File: src/rtl/uart_pkg.sv
// -----------------------------------------------------------------------------
// uart_pkg
// Shared definitions for the UART transmitter and receiver:
//   - uart_state_t      : serializer/deserializer state encoding
//   - DATA_BITS         : data bits per frame
//   - calc_clks_per_bit : derives the baud divisor from clock and line rate
// No ports (package).
// -----------------------------------------------------------------------------
package uart_pkg;

   localparam int DATA_BITS = 8;

   typedef enum logic [2:0] {
      IDLE   = 3'd0,
      START  = 3'd1,
      DATA   = 3'd2,
      STOP   = 3'd3,
      PARITY = 3'd4
   } uart_state_t;

   // Integer division truncates, so 32 MHz / 9600 gives 3333 clocks per bit.
   function automatic int calc_clks_per_bit(input int clk_freq, input int baud_rate);
      return clk_freq / baud_rate;
   endfunction

endpackage

File: src/rtl/byte_fifo.sv
// -----------------------------------------------------------------------------
// byte_fifo
// Synchronous byte FIFO with first-word fall-through read port.
// Parameters:
//   DEPTH : number of byte entries, power of two, >= 2
// Ports:
//   clk   in   system clock, rising edge
//   rst   in   asynchronous active-high reset (empties the FIFO)
//   push  in   write request; ignored while full
//   din   in   byte to write
//   pop   in   read request; ignored while empty
//   dout  out  byte at the head of the FIFO (valid while !empty)
//   full  out  count == DEPTH
//   empty out  count == 0
//   count out  current occupancy, 0..DEPTH
// -----------------------------------------------------------------------------
module byte_fifo #(
   parameter int DEPTH = 16
) (
   input  logic                   clk,
   input  logic                   rst,
   input  logic                   push,
   input  logic [7:0]             din,
   input  logic                   pop,
   output logic [7:0]             dout,
   output logic                   full,
   output logic                   empty,
   output logic [$clog2(DEPTH):0] count
);

   localparam int AW = $clog2(DEPTH);

   logic [7:0]    mem [DEPTH];
   logic [AW-1:0] wr_ptr_q, wr_ptr_d;
   logic [AW-1:0] rd_ptr_q, rd_ptr_d;
   logic [AW:0]   count_q, count_d;
   logic          do_push;
   logic          do_pop;

   assign full    = (count_q == (AW+1)'(DEPTH));
   assign empty   = (count_q == '0);
   // A pop in the same cycle does not free a slot for a push while full.
   assign do_push = push && !full;
   assign do_pop  = pop && !empty;
   // Head is read combinationally so the consumer can capture it on the pop edge.
   assign dout    = mem[rd_ptr_q];
   assign count   = count_q;

   always_comb begin
      wr_ptr_d = wr_ptr_q;
      rd_ptr_d = rd_ptr_q;
      count_d  = count_q;
      // Pointers wrap naturally because DEPTH is a power of two.
      if (do_push) wr_ptr_d = wr_ptr_q + 1'b1;
      if (do_pop)  rd_ptr_d = rd_ptr_q + 1'b1;
      case ({do_push, do_pop})
         2'b10:   count_d = count_q + 1'b1;
         2'b01:   count_d = count_q - 1'b1;
         default: count_d = count_q;
      endcase
   end

   always_ff @(posedge clk or posedge rst) begin
      if (rst) begin
         wr_ptr_q <= '0;
         rd_ptr_q <= '0;
         count_q  <= '0;
      end else begin
         wr_ptr_q <= wr_ptr_d;
         rd_ptr_q <= rd_ptr_d;
         count_q  <= count_d;
      end
   end

   // Storage carries no reset; emptiness is tracked by the pointers and count.
   always_ff @(posedge clk) begin
      if (do_push) mem[wr_ptr_q] <= din;
   end

endmodule

File: src/rtl/uart_tx_buffered.sv
// -----------------------------------------------------------------------------
// uart_tx_buffered
// Buffered UART transmitter: byte FIFO feeding an 8N1 serializer. Frames are
// sent back-to-back with no idle gap while the FIFO holds data.
// Optional build macro:
//   UART_TX_PARITY_EN : adds an even-parity bit between the data bits and the
//                       stop bit (11-bit frame). Undefined: 8N1, 10-bit frame.
// Parameters:
//   CLK_FREQ   : system clock in Hz
//   BAUD_RATE  : line rate in bit/s (clocks per bit = CLK_FREQ/BAUD_RATE)
//   FIFO_DEPTH : FIFO entries, power of two, >= 2
// Ports:
//   clk      in   system clock, rising edge
//   rst      in   asynchronous active-high reset; abandons any frame in flight
//   en       in   write strobe; byte accepted when en && rdy at the clock edge
//   data_in  in   byte to queue
//   rdy      out  FIFO not full
//   dout     out  serial line, registered, idles high
//   busy     out  frame in progress or FIFO non-empty
//   level    out  FIFO occupancy
//   overflow out  sticky: en seen while rdy low (byte dropped), cleared by reset
// -----------------------------------------------------------------------------
module uart_tx_buffered
   import uart_pkg::*;
#(
   parameter int CLK_FREQ   = 32000000,
   parameter int BAUD_RATE  = 9600,
   parameter int FIFO_DEPTH = 16
) (
   input  logic                        clk,
   input  logic                        rst,
   input  logic                        en,
   input  logic [7:0]                  data_in,
   output logic                        rdy,
   output logic                        dout,
   output logic                        busy,
   output logic [$clog2(FIFO_DEPTH):0] level,
   output logic                        overflow
);

   localparam int CLKS_PER_BIT = calc_clks_per_bit(CLK_FREQ, BAUD_RATE);
   localparam int BAUD_W       = (CLKS_PER_BIT > 1) ? $clog2(CLKS_PER_BIT) : 1;
   localparam logic [BAUD_W-1:0] BAUD_LAST = BAUD_W'(CLKS_PER_BIT - 1);
   localparam logic [2:0]        BIT_LAST  = 3'(DATA_BITS - 1);

   uart_state_t state_q, state_d;
   logic [BAUD_W-1:0] baud_q, baud_d;
   logic [2:0]        bit_q, bit_d;
   logic [7:0]        shift_q, shift_d;
   logic              dout_q, dout_d;
   logic              overflow_q, overflow_d;
`ifdef UART_TX_PARITY_EN
   logic              parity_q, parity_d;
`endif

   logic [7:0]                  fifo_dout;
   logic                        fifo_full;
   logic                        fifo_empty;
   logic [$clog2(FIFO_DEPTH):0] fifo_count;
   logic                        baud_last;
   logic                        start_frame;

   byte_fifo #(
      .DEPTH (FIFO_DEPTH)
   ) u_fifo (
      .clk   (clk),
      .rst   (rst),
      .push  (en),
      .din   (data_in),
      .pop   (start_frame),
      .dout  (fifo_dout),
      .full  (fifo_full),
      .empty (fifo_empty),
      .count (fifo_count)
   );

   assign baud_last = (baud_q == BAUD_LAST);
   // A new frame starts from IDLE, or straight out of the last stop-bit cycle
   // so consecutive frames run without an idle gap.
   assign start_frame = !fifo_empty &&
                        ((state_q == IDLE) || ((state_q == STOP) && baud_last));

   always_comb begin
      state_d    = state_q;
      baud_d     = baud_q;
      bit_d      = bit_q;
      shift_d    = shift_q;
      dout_d     = dout_q;
      overflow_d = overflow_q | (en & fifo_full);
`ifdef UART_TX_PARITY_EN
      parity_d   = parity_q;
`endif

      case (state_q)
         IDLE: begin
            baud_d = '0;
            dout_d = 1'b1;
         end
         START: begin
            if (baud_last) begin
               state_d = DATA;
               baud_d  = '0;
               bit_d   = '0;
               dout_d  = shift_q[0];
            end else begin
               baud_d = baud_q + 1'b1;
            end
         end
         DATA: begin
            if (baud_last) begin
               baud_d = '0;
               if (bit_q == BIT_LAST) begin
`ifdef UART_TX_PARITY_EN
                  state_d = PARITY;
                  dout_d  = parity_q;
`else
                  state_d = STOP;
                  dout_d  = 1'b1;
`endif
               end else begin
                  // dout is registered, so the next bit is taken one position up.
                  bit_d   = bit_q + 1'b1;
                  shift_d = {1'b0, shift_q[7:1]};
                  dout_d  = shift_q[1];
               end
            end else begin
               baud_d = baud_q + 1'b1;
            end
         end
`ifdef UART_TX_PARITY_EN
         PARITY: begin
            if (baud_last) begin
               state_d = STOP;
               baud_d  = '0;
               dout_d  = 1'b1;
            end else begin
               baud_d = baud_q + 1'b1;
            end
         end
`endif
         STOP: begin
            if (baud_last) begin
               state_d = IDLE;
               baud_d  = '0;
               dout_d  = 1'b1;
            end else begin
               baud_d = baud_q + 1'b1;
            end
         end
         default: begin
            state_d = IDLE;
            baud_d  = '0;
            dout_d  = 1'b1;
         end
      endcase

      // Loading the head overrides the IDLE / end-of-STOP defaults above.
      if (start_frame) begin
         state_d = START;
         baud_d  = '0;
         bit_d   = '0;
         shift_d = fifo_dout;
         dout_d  = 1'b0;
`ifdef UART_TX_PARITY_EN
         parity_d = ^fifo_dout;
`endif
      end
   end

   always_ff @(posedge clk or posedge rst) begin
      if (rst) begin
         state_q    <= IDLE;
         baud_q     <= '0;
         bit_q      <= '0;
         shift_q    <= '0;
         dout_q     <= 1'b1;
         overflow_q <= 1'b0;
`ifdef UART_TX_PARITY_EN
         parity_q   <= 1'b0;
`endif
      end else begin
         state_q    <= state_d;
         baud_q     <= baud_d;
         bit_q      <= bit_d;
         shift_q    <= shift_d;
         dout_q     <= dout_d;
         overflow_q <= overflow_d;
`ifdef UART_TX_PARITY_EN
         parity_q   <= parity_d;
`endif
      end
   end

   assign rdy      = !fifo_full;
   assign dout     = dout_q;
   assign busy     = (state_q != IDLE) || !fifo_empty;
   assign level    = fifo_count;
   assign overflow = overflow_q;

endmodule

File: config.mk
export PLATFORM = sky130hd
export DESIGN_NAME = uart_tx_buffered
export DESIGN_NICKNAME = d
export VERILOG_FILES = /design/src/rtl/uart_pkg.sv /design/src/rtl/byte_fifo.sv /design/src/rtl/uart_tx_buffered.sv
export SDC_FILE = /design/constraint.sdc
export NUM_CORES = 1
export LEC_CHECK = 0
export CORE_ASPECT_RATIO = 0.6
export CORE_MARGIN = 4
export CORE_UTILIZATION = 30
export DETAILED_ROUTE_END_ITERATION = 8
export SETUP_SLACK_MARGIN = 0.5
export SYNTH_ARGS = -nofsm -noshare
export SYNTH_HDL_FRONTEND = slang
export SYNTH_SLANG_ARGS = --single-unit
File: constraint.sdc
create_clock -name clk -period 3.5 [get_ports clk]
set_input_delay 0.7 -clock clk [delete_from_list [all_inputs] [get_ports clk]]
set_output_delay 0.7 -clock clk [all_outputs]
set_load 0.03 [all_outputs]
==> impl_results.md <==
- Worst-path clk slew: 0.07 ns
- Startpoint types: flip-flop
- Synth Flop Type: edfxtp_1
- Clk root buf: clkbuf_16
- Starting DRT DRC Count: 310
- Core area: 0.0232 mm²
- RSZ-0062 raised after global routing: yes
- Slew @ Worst Pin: 0.873 ns
- Metal3 WL: 718 µm
- Max-cap violations: 0
- Placed cells: 774
- Yosys cell types: 48
- Hold Vio Cnt, Final: 0
- CP Cell Sequence: inv_1 -> ha_1 -> and4bb_2 -> nand4_1 -> a21oi_4 -> ha_4 -> xor2_2 -> ha_2 -> o21ai_1 -> a221oi_2 -> nor3_1 -> or3b_1 -> xnor2_1
- Vias in the first global route: 3946
- Number of synthesized register bits: 168
- Clk_lat worst skew: 0.43 ns
- Worst endpoint required time: 3.81 ns
- Fin nets: 512
- H-tree depth: 4
- Layout area overhead: 18.5%
- Cell Pwr Density: 591 mW/mm²
- YS warnings: 0
- Mapped Nets: 464
- Syn Inst Count: 435
- CTS tree: yes
- Register area share after synthesis: 0.684
- Status: complete, no violations
- Wire per inst: 18.0 µm
- EDFF count, synth: 128
- Leak: 2.88 nW
- Remaining antenna violation count: 0
- Commonest non-fill, non-tap cells in the layout: 128 x edfxtp_1, 40 x nor2_1, 36 x dfrtp_1
- Vias per cell: 4.83
- Crit path max-delay family: simple AND/OR/NAND/NOR gates
- Most common cell after layout, fill and taps aside: edfxtp_1
- Fin worst setup slack: 0.587 ns
- Setup Skew: 0.0106 ns
- First-pass DRT Iterations: 4
- Tmin final: 2.91 ns
- Initial antenna violation count: 0
- Slew margin rel.: 0.417
- FMAX: 343 MHz
- CP Class: flip-flop to flip-flop
- PortBufs: 19
- Asr flop ratio synth: 0.238
- Cts bufs inserted: 17
- Mapped Avg Cell Area: 16.3 µm²
- Critical Path Max Stage Delay: 0.42 ns
- GPL Wtd Cong: 0.795
- Die height: 127 µm
- I/O pins: 20
- Critical path data arrival time: 3.22 ns
- Hold Path Class: flip-flop to flip-flop
- First-pass GRT wire length: 22900 µm
- Crit-path max FO: 5
- Detailed-route via count: 3917
- Die area: 0.0262 mm²
- Met2 wire len: 6100 µm
- Crit. End Element: flip-flop
- Max IR drop VDD: 315 µV
- Highest routed layer: met4
- Starting density of the core: 0.306
- Num rows: 43
- Layout cells sized above 1: 0.240
- WL final: 14600 µm
- Worst slack, placed: 0.299 ns
- Residual DRC count: 0
- Largest net degree at the start of global routing: 35
- Clk sinks: 168
- Finished Core Util: 0.362
- Synthesized cell area: 0.00709 mm²
- Critical path buffers and inverters: 1
- Hold-fix buffers, CTS: 0
- ANT cells: 0
- Remaining global-route overflow: 0
- Slew Viols, Final: 0
- Slowest cell on the critical path: dfrtp_1
- Post-DP HPWL: 10200 µm
- Period utilization: 0.832
- Clock buffer depth: 2
- GRT Total Usage: 0.116
- Fin cells: 811
- Finish-stage setup viols: 0
- TNS Setup: 0 ns
- Chip width: 206 µm
- Met1 Routed Length: 7650 µm
cell families (layout without fill, tap and decap cells):
group                      Yosys count  after routing  share of synthesized area
buffers and inverters               30             91                     0.0189
DFF                                168            168                      0.684
adders and majority gates           18             18                     0.0318
AOI/OAI and AO/OA                   44             44                     0.0429
xor gates and xnor gates            21             21                     0.0260
and+or+nand+nor                    112            112                     0.0794
muxes                               42             42                      0.117
sequential cells by signal, summed over array words and instances (netlist names):
register,cells
u_fifo.wr_ptr_q,4
overflow,1
dout,1
baud_q,12
u_fifo.mem,128
bit_q,3
shift_q,8
state_q,2
u_fifo.count,5
u_fifo.rd_ptr_q,4
final cells by class:
cell class,instances,area (µm²)
tap,315,394
multi-input combinational,237,2160
inverter,12,45.0
sequential,168,4850
clock inverter,14,115
timing repair buffer,47,399
fill,2160,14800
clock buffer,18,429
report_power, final:
group / leakage, nW / internal (mW) / switching [mW]
logic: 0.983 / 0.283 / 0.410
clock network: 0.252 / 0.922 / 0.832
registers: 1.65 / 2.36 / 0.155
total: 2.88 / 3.57 / 1.40
stage by stage:
step	cell area, µm²	hold slack (ns)	power [mW]
floorplan	7120	0.474	2.95
global placement	7780	0.453	3.20
detailed placement	7780	0.453	3.24
CTS	8350	0.469	4.99
global route	8400	0.499	5.17
finish	8400	0.465	4.97
routing by layer:
layer  vias up  track usage
li1       1756            -
met1      2051        0.182
met2        92        0.156
met3        18       0.0299
met4         0       0.0340
met5         -            0
worst reg2reg max path: stages (launching register included):
cell	delay, ns
dfrtp_1	0.42
inv_1	0.07
ha_1	0.14
and4bb_2	0.25
nand4_1	0.19
a21oi_4	0.25
ha_4	0.18
xor2_2	0.15
ha_2	0.22
o21ai_1	0.08
a221oi_2	0.28
nor3_1	0.07
or3b_1	0.37
xnor2_1	0.13
repair_timing:
| action | 4_1_cts | 5_1_grt |
|---|---|---|
| endpoints found under the setup margin | 2 | 1 |
| gates cloned | 0 | 0 |
| buffers inserted | 1 | 4 |
| pin swaps | 4 | 4 |
| gates resized for setup | 3 | 4 |
final timing paths:
check / startpoint / to / slack (ns) / depth (start not counted)
max reg2reg: baud_q[0] / u_fifo.count[4] / 0.59 / 13
min reg2reg: overflow / overflow / 0.47 / 1
min in group asynchronous: rst / baud_q[1] / 0.75 / 2
max: baud_q[0] / u_fifo.count[4] / 0.59 / 13
min: overflow / overflow / 0.47 / 1
max in group asynchronous: rst / shift_q[2] / 2.05 / 3
synth_stat cells (2+ instances only):
cell type | number | area share
nand2_1 | 26 | 0.014
mux2_2 | 8 | 0.013
nand2b_1 | 4 | 0.0035
mux4_2 | 32 | 0.10
buf_1 | 4 | 0.0021
ha_1 | 18 | 0.032
clkbuf_1 | 4 | 0.0021
nor3_1 | 6 | 0.0042
dfrtp_1 | 39 | 0.14
nor2_1 | 40 | 0.021
nand4_1 | 3 | 0.0026
a31oi_1 | 6 | 0.0053
and2_1 | 2 | 0.0018
a21oi_1 | 7 | 0.0049
edfxtp_1 | 128 | 0.54
inv_1 | 12 | 0.0064
nor2b_1 | 7 | 0.0062
nand3_1 | 9 | 0.0064
o21ai_0 | 7 | 0.0049
a22oi_1 | 14 | 0.015
buf_2 | 8 | 0.0056
xor2_1 | 6 | 0.0074
or2_0 | 2 | 0.0018
and3_1 | 4 | 0.0035
xnor2_1 | 15 | 0.019
mux2i_1 | 2 | 0.0028
Power figures use the tool's default switching activity.
